[config.mk]
export PLATFORM = sky130hd
export DESIGN_NAME = seq_divider
export DESIGN_NICKNAME = d
export VERILOG_FILES = /design/src/rtl/seq_divider_pkg.sv /design/src/rtl/seq_divider_div_step.sv /design/src/rtl/seq_divider.sv
export SDC_FILE = /design/constraint.sdc
export NUM_CORES = 1
export LEC_CHECK = 0
export CORE_UTILIZATION = 50
export DETAILED_ROUTE_END_ITERATION = 16
export PLACE_DENSITY = 0.75
export SETUP_SLACK_MARGIN = 0.1
export SLEW_MARGIN = 25
export SYNTH_ARGS = -nofsm -noshare
export SYNTH_HDL_FRONTEND = slang
export SYNTH_HIERARCHICAL = 1
export SYNTH_SLANG_ARGS = --single-unit
[constraint.sdc]
create_clock -name clk -period 3.2 [get_ports clk]
set_input_delay 0.64 -clock clk [delete_from_list [all_inputs] [get_ports clk]]
set_output_delay 0.64 -clock clk [all_outputs]
set_load 0.01 [all_outputs]
[src/rtl/seq_divider_pkg.sv]
// Shared definitions for the multicycle signed divider: the divide FSM
// state encodings (also used by the control unit) and the default width.
package seq_divider_pkg;

    localparam int DIV_WIDTH = 32;

    // 3-bit state encodings, kept as plain constants so that legacy
    // control-unit code can compare against the same values.
    localparam logic [2:0] ST_IDLE = 3'd0;
    localparam logic [2:0] ST_RUN  = 3'd1;
    localparam logic [2:0] ST_FIX  = 3'd2;
    localparam logic [2:0] ST_DONE = 3'd3;
    localparam logic [2:0] ST_ZERO = 3'd4;

endpackage

[src/rtl/seq_divider_div_step.sv]
// One restoring-division iteration, purely combinational. The partial
// remainder and quotient shift left together as one register pair; the
// divisor is trial-subtracted on a WIDTH+1-bit value so the comparison
// cannot overflow when the remainder's top bit shifts out.
module seq_divider_div_step #(
    parameter int WIDTH = 32
) (
    input  logic [WIDTH-1:0] rem_in,
    input  logic [WIDTH-1:0] quo_in,
    input  logic [WIDTH-1:0] divisor,
    output logic [WIDTH-1:0] rem_out,
    output logic [WIDTH-1:0] quo_out
);

    logic [WIDTH:0] shifted;
    logic [WIDTH:0] trial;

    // Shift in the next dividend bit, subtract if it fits, record quotient bit.
    always_comb begin
        // NOTE: every output gets a default first so no path leaves it
        // unassigned, which would infer a latch.
        shifted = {rem_in, quo_in[WIDTH-1]};
        trial   = shifted - {1'b0, divisor};
        rem_out = shifted[WIDTH-1:0];
        quo_out = {quo_in[WIDTH-2:0], 1'b0};
        if (shifted >= {1'b0, divisor}) begin
            // The difference is below the divisor, so it fits in WIDTH bits.
            rem_out    = trial[WIDTH-1:0];
            quo_out[0] = 1'b1;
        end
    end

endmodule

[src/rtl/seq_divider.sv]
// Multicycle signed divider with MIPS DIV semantics. Operands are captured
// as magnitudes on a start pulse, one quotient bit is produced per clock,
// and the signs are reapplied in a final fix-up cycle. HI holds the
// remainder (sign of dividend), LO the quotient (truncated toward zero).
// Divide-by-zero is reported with a one-cycle flag and leaves HI/LO intact.
module seq_divider
    import seq_divider_pkg::*;
#(
    parameter int WIDTH = DIV_WIDTH
) (
    input  logic             clk,
    input  logic             reset,
    input  logic             start,
    input  logic [WIDTH-1:0] a_in,
    input  logic [WIDTH-1:0] b_in,
    output logic             busy,
    output logic             done,
    output logic             div_zero,
    output logic [WIDTH-1:0] hi_out,
    output logic [WIDTH-1:0] lo_out
);

    localparam int CNT_W = $clog2(WIDTH) + 1;

    logic [2:0]       state_q;
    logic [CNT_W-1:0] count_q;
    logic [WIDTH-1:0] divisor_q;
    logic [WIDTH-1:0] rem_q;
    logic [WIDTH-1:0] quo_q;
    logic             sign_q;
    logic             sign_r;

    logic [WIDTH-1:0] a_abs;
    logic [WIDTH-1:0] b_abs;
    logic [WIDTH-1:0] rem_step;
    logic [WIDTH-1:0] quo_step;

    // Operand magnitudes; the most negative value maps to 2^(WIDTH-1) unsigned.
    always_comb begin
        a_abs = a_in[WIDTH-1] ? -a_in : a_in;
        b_abs = b_in[WIDTH-1] ? -b_in : b_in;
    end

    seq_divider_div_step #(
        .WIDTH (WIDTH)
    ) u_div_step (
        .rem_in  (rem_q),
        .quo_in  (quo_q),
        .divisor (divisor_q),
        .rem_out (rem_step),
        .quo_out (quo_step)
    );

    // Status flags decode straight from the state register.
    always_comb begin
        busy     = (state_q != ST_IDLE);
        done     = (state_q == ST_DONE);
        div_zero = (state_q == ST_ZERO);
    end

    // Divide FSM: capture in IDLE, iterate in RUN, apply signs in FIX.
    always_ff @(posedge clk or negedge reset) begin
        // NOTE: the working registers are reset too, so a reset mid-run
        // leaves no stale partial result that a later read could expose.
        if (!reset) begin
            state_q   <= ST_IDLE;
            count_q   <= '0;
            divisor_q <= '0;
            rem_q     <= '0;
            quo_q     <= '0;
            sign_q    <= 1'b0;
            sign_r    <= 1'b0;
            hi_out    <= '0;
            lo_out    <= '0;
        end else begin
            // NOTE: non-blocking assignments so every register samples the
            // pre-edge values, independent of statement order.
            case (state_q)
                ST_IDLE: begin
                    if (start) begin
                        divisor_q <= b_abs;
                        quo_q     <= a_abs;
                        rem_q     <= '0;
                        count_q   <= CNT_W'(WIDTH);
                        sign_q    <= a_in[WIDTH-1] ^ b_in[WIDTH-1];
                        sign_r    <= a_in[WIDTH-1];
                        state_q   <= (b_in == '0) ? ST_ZERO : ST_RUN;
                    end
                end
                ST_RUN: begin
                    rem_q   <= rem_step;
                    quo_q   <= quo_step;
                    count_q <= count_q - CNT_W'(1);
                    if (count_q == CNT_W'(1)) begin
                        state_q <= ST_FIX;
                    end
                end
                ST_FIX: begin
                    lo_out  <= sign_q ? -quo_q : quo_q;
                    hi_out  <= sign_r ? -rem_q : rem_q;
                    state_q <= ST_DONE;
                end
                ST_DONE: begin
                    state_q <= ST_IDLE;
                end
                ST_ZERO: begin
                    state_q <= ST_IDLE;
                end
                default: begin
                    state_q <= ST_IDLE;
                end
            endcase
        end
    end

endmodule

# --- Word-level counts from Yosys, hierarchy flattened ---
# Index checks and enable logic that the tools add are counted.
word_totals:
  latchBits: 0
  wordCells: 47
  output_inout_bits: 67
  reg_bits: 171
  ram_bits: 0
  romBits: 0
  mem_count: 0
classes:
  eq_ne: 7
  n_mul: 0
  n_div: 0
  reduce_logical: 7
  shifts: 0
  mux: 16
  n_addsub: 6
  magnitude_cmp: 1
  bitwise_logic: 1
ops:
  columns: ["cell", "n"]
  rows:
  - ["2-to-1 mux 32 bit", 7]
  - ["negator 32 bit", 4]
  - ["one-hot mux 32 bit (2 select lines)", 2]
  - [">= comparator 33 x 32 -> 1 bit", 1]
  - ["logical NOT 32 bit", 1]
  - ["subtractor 32 bit", 1]
  - ["one-hot mux 6 bit (2 select lines)", 1]
  - ["2-to-1 mux 3 bit", 3]
  - ["one-hot mux 3 bit (3 select lines)", 1]
  - ["== test 3 x 2 -> 1 bit (second input constant)", 2]
  - ["== test 6 x 1 -> 1 bit (second input constant)", 1]
  - ["2-to-1 mux 6 bit", 1]
  - ["AND reduction 2 bit", 3]
  - ["subtractor 6 x 1 -> 6 bit (second input constant)", 1]
  - ["!= test 2 bit (second input constant)", 2]
  - ["== test 3 x 1 -> 1 bit (second input constant)", 1]
  - ["== test 3 bit (second input constant)", 1]
  - ["logical NOT 3 bit", 1]
  - ["nonzero test 3 bit", 1]
  - ["nonzero test 2 bit", 1]
  - ["2-to-1 mux 1 bit", 1]
  - ["bitwise XOR 1 bit", 1]

# --- Logic depth before layout (Yosys ltp) ---
depth:
  word_depth: 4
  depth_mapped: 16
  mapped_depth_nobuf: 13

# --- Hierarchy ---
# The synthesis kept the hierarchy.
modules_own_cells:
  columns: ["module", "seq_area_each_um2", "instances", "area_each_um2", "cells_each"]
  rows:
  - ["seq_divider", 4279.1, 1, 9407.8, 1049]
  - ["seq_divider_div_step", 0.0, 1, 2563.7, 354]

# --- Worst setup path after synthesis ---
# OpenSTA, ideal clock, no wires.
synth_timing:
  path_type: "register to register"
  start: "register rem_q[9]"
  end: "register rem_q[21]"
  t_arrival_ps: 2889
  path_buffers: 3
  t_required_ps: 3083
  path_stages_with_launch: 16
  setup_ps: 117
  path_slack_ps: 194
  path_cell_list: "dfrtp_1 -> ha_1 -> clkbuf_1 -> nand4_1 -> a211oi_1 -> or3_4 -> nor4b_4 -> o21ai_2 -> a31oi_4 -> o21a_4 -> inv_2 -> buf_6 -> buf_12 -> mux2_4 -> nand2_1 -> nand2_1"
synth_via:
  elab_chain_cells: 3
  elab_cells_between_ends: 4
  cone_classes: "add/sub: 1; order compare: 1; mux: 2"
synth_rtl:
  columns: ["element", "line_no", "source"]
  rows:
  - ["start: declaration", "seq_divider.sv:28", "logic [WIDTH-1:0] rem_q;"]
  - ["start signal: assignment", "seq_divider.sv:91", "rem_q <= rem_step;"]
  - ["subtractor 32 bit / >= comparator 33 x 32 -> 1 bit (equally long branches)", "seq_divider_div_step.sv:23, seq_divider_div_step.sv:26", null]
  - ["2-to-1 mux 32 bit *", "seq_divider_div_step.sv:26", "if (shifted >= {1'b0, divisor}) begin"]
  - ["named net rem_step[21]", "seq_divider.sv:35", "logic [WIDTH-1:0] rem_step;"]
  - ["one-hot mux 32 bit (2 select lines) *", "seq_divider.sv:78", "case (state_q)"]
# The timed path passes the listed nets; every way through them passes the cells marked *.
# A chain may end at the register's enable or synchronous reset.

# --- Worst setup path after layout ---
layout_timing:
  start: "register divisor_q[11]"
  end: "register rem_q[23]"
layout_via:
  elab_chain_cells: 3
  elab_cells_between_ends: 4
  cone_classes: "add/sub: 1; order compare: 1; mux: 2"
layout_rtl:
  columns: ["element", "line_no", "source"]
  rows:
  - ["start: declaration", "seq_divider.sv:27", "logic [WIDTH-1:0] divisor_q;"]
  - ["start signal: assignment", "seq_divider.sv:81", "divisor_q <= b_abs;"]
  - ["subtractor 32 bit / >= comparator 33 x 32 -> 1 bit (equally long branches)", "seq_divider_div_step.sv:23, seq_divider_div_step.sv:26", null]
  - ["2-to-1 mux 32 bit *", "seq_divider_div_step.sv:26", null]
  - ["named net rem_step[23]", "seq_divider.sv:35", null]
  - ["one-hot mux 32 bit (2 select lines) *", "seq_divider.sv:78", null]
# Marked as above.

==> results.sh <==
export IMPL_run_status="finished, final reports clean"
export IMPL_required_ps=3520
export IMPL_vias=10663
export IMPL_path_cells="inv_1 -> ha_2 -> nand4_1 -> a211oi_1 -> or3_4 -> nor4b_4 -> and2b_1 -> a31o_2 -> xor2_1 -> mux2_4 -> nand2_1 -> nand2_1"
export IMPL_synth_compound_area_share=0.1901
export IMPL_antenna_found_initial=0
export IMPL_hold_path_class="in2async"
export IMPL_grt_pass1_vias=9621
export IMPL_cts_sinks=171
export IMPL_rr_startpoint="divisor_q[11]"
export IMPL_ys_warn_count=6
export IMPL_synthesis_area_um2=11970
export IMPL_area_delta_synth_final_pct=21.24
export IMPL_p_comb_frac=0.630
export IMPL_rsz0062_at_grt="no"
export IMPL_cts_htree_levels=4
export IMPL_cap_violations=0
export IMPL_clk_path_buf_depth=2
export IMPL_detail_route_wl_per_cell_um=16.81
export IMPL_cts_tree="done"
export IMPL_overflow=0
export IMPL_layout_nets=1635
export IMPL_drtIter0Drc=856
export IMPL_syn_avg_cell_area_um2=8.533
export IMPL_fin_util=0.6183
export IMPL_boundaryPins=134
export IMPL_dieHeight_um=156.7
export IMPL_post_route_period_util=0.9298
export IMPL_crit_top_cell="nand2_1"
export IMPL_start_util=0.5100
export IMPL_drt_total_wl_um=31290
export IMPL_p_leak_uw=0.006230
export IMPL_r2r_cells=12
export IMPL_p_int_uw=9073
export IMPL_hpwlAfterDp_um=23140
export IMPL_reg2reg_slack_ps=220
export IMPL_setup_viol=0
export IMPL_irDropWorstVdd_mv=0.4611
export IMPL_swShare=0.4492
export IMPL_via_per_inst=5.730
export IMPL_gp_congestion=0.9290
export IMPL_clk_latency_ps=440
export IMPL_cp_slowest_cell="dfrtp_1"
export IMPL_fin_skew_ps=14.42
export IMPL_netlist_instances=1403
export IMPL_path_max_fanout=5
export IMPL_track_usage=0.2576
export IMPL_finalPower_uw=16470
export IMPL_io_buffers=133
export IMPL_synth_adder_area_share=0.04139
export IMPL_worst_setup_path_end_kind="flop"
export IMPL_synth_top_family_by_area="simple AND/OR/NAND/NOR gates"
export IMPL_clk_pin_slew_ps=80
export IMPL_synth_flop_cell="dfrtp_1"
export IMPL_synth_simple_area_share=0.2045
export IMPL_synth_edf_count=0
export IMPL_max_stage_delay_ps=390
export IMPL_grt_pass1_wl_um=50120
export IMPL_path_class="reg2reg"
export IMPL_crit_arrival_ps=3300
export IMPL_firstDrtPassIters=8
export IMPL_maxSlewHeadroom=0.5331
export IMPL_fp_coreArea_um2=23470
export IMPL_ant_nets=0
export IMPL_die_w_um=156.7
export IMPL_fin_hold_ws_ps=111.8
export IMPL_synth_cell_types=77
export IMPL_finalHoldViolations=0
export IMPL_antenna_cells=0
export IMPL_syn_nets=1509
export IMPL_tightestPinTransition_ps=693.9
export IMPL_power_density_nw_per_um2=1135
export IMPL_grt_max_degree=80
export IMPL_synth_xor_area_frac=0.08999
export IMPL_synthArstFlopShare=1.000
export IMPL_drive_above_1_share=0.1323
export IMPL_fmax_mhz=336.1
export IMPL_ys_seq_area_frac=0.3574
export IMPL_tns_ps=0
export IMPL_clockPowerShare=0.123
export IMPL_rows=56
export IMPL_drc_errors=0
export IMPL_cts_buffers=17
export IMPL_min_period_ps=2975
export IMPL_finalMaxSlewViolations=0
export IMPL_synthMuxAreaShare=0.05132
export IMPL_synth_seq_cells=171
export IMPL_p_seq_frac=0.247
export IMPL_worstSetupStartpointType="flop"
export IMPL_power_switching_uw=7400
export IMPL_timing_rr_end="rem_q[23]"
export IMPL_die_area_um2=24570
export IMPL_crit_start="divisor_q[11]"
export IMPL_clockRootBuffer="clkbuf_16"
==> layout by cell type (no fill, tap or decap), types with 21 or more instances in the layout <==
cell type,count
xnor2_1,31
a22oi_1,28
mux2_2,23
inv_1,54
dfrtp_1,169
nor3_1,21
nor2_1,62
nand2_1,228
o21ai_0,139
buf_4,79
nand3_1,48
clkdlybuf4s50_1,132
a21oi_1,33
ha_1,33
o31ai_1,40
nor4_1,21
xor2_1,92
==> sequential cells by signal, indices dropped and copies added, names as in the netlist <==
signal / flops
divisor_q: 32
hi_out: 32
lo_out: 32
quo_q: 32
rem_q: 32
count_q: 6
state_q: 3
sign_q: 1
sign_r: 1
==> routing by layer <==
metal  GRT usage  up-vias  wire length [um]
li1            -     5236                 -
met1      0.3873     5053             15300
met2      0.3860      346             13660
met3     0.03766       28              1962
met4     0.06022        0               360
met5           0        -                 0
==> power by group through the flow <==
stage | registers, uW | clock network (uW) | logic [uW]
6_report | 4070 | 2030 | 10400
5_1_grt | 4180 | 2150 | 11400
4_1_cts | 4020 | 2050 | 9970
3_5_place_dp | 4060 | 0 | 9870
3_3_place_gp | 4020 | 0 | 9640
2_1_floorplan | 3950 | 0 | 7160
==> stage by stage <==
step                cells  cell area, um^2  setup WS (ps)
global placement     1824            13800          22.18
finish               1861            14510          224.8
detailed placement   1824            13800          17.36
CTS                  1857            14380          128.8
global route         1861            14510          47.12
floorplan            1403            11970          193.7
==> cells in the mapped netlist, drive strengths merged (23+ instances only) <==
cell type,number,area share
xnor2,31,0.023
nor2,63,0.020
mux2,32,0.033
nand2,229,0.072
clkbuf,66,0.021
a22oi,28,0.018
nor4,23,0.014
inv,55,0.017
a21oi,35,0.015
ha,38,0.040
buf,45,0.027
dfrtp,171,0.36
o21ai,151,0.064
nand3,48,0.020
o31ai,40,0.025
nor3,26,0.013
xor2,92,0.067
==> worst max path at each step <==
| stage | end | slack (ps) |
|---|---|---|
| floorplan | rem_q[21] | 190 |
| global placement | divisor_q[27] | 20 |
| detailed placement | divisor_q[27] | 20 |
| CTS | rem_q[20] | 130 |
| global route | rem_q[28] | 50 |
| finish | rem_q[23] | 220 |
==> critical path, delay by kind of cell, from the launching register on <==
family	cells	cell delay, ps
adders and majority gates	1	320
and+or+nand+nor	6	1280
muxes	1	260
DFF	1	390
buffers and inverters	1	100
xor gates and xnor gates	1	160
AOI/OAI and AO/OA	2	340
==> area by class of cell <==
cell class | instances | area [um^2]
fillers | 2034 | 8959
multi-input cells | 1065 | 7008
flip-flops and latches | 171 | 4282
repair buffers | 218 | 2042
clock buffers | 18 | 439.2
well taps | 319 | 399.1
inverters | 56 | 215.2
clock inverters | 14 | 128.9
==> what timing repair did <==
action,CTS,global route
pin swaps,2,7
hold buffers,0,0
setup endpoints to repair,1,31
cloned,0,1
resized for setup,0,17
buffers inserted,1,3
==> cells by family (layout without fill, tap and decap cells) <==
| logic type | count (synthesis) | count (layout) |
|---|---|---|
| compound gates | 351 | 351 |
| xor+xnor | 123 | 123 |
| fa+ha+maj | 39 | 39 |
| buf+inv | 167 | 306 |
| flops | 171 | 171 |
| mux | 54 | 54 |
| simple gates | 498 | 498 |
Power figures use the tool's default switching activity.
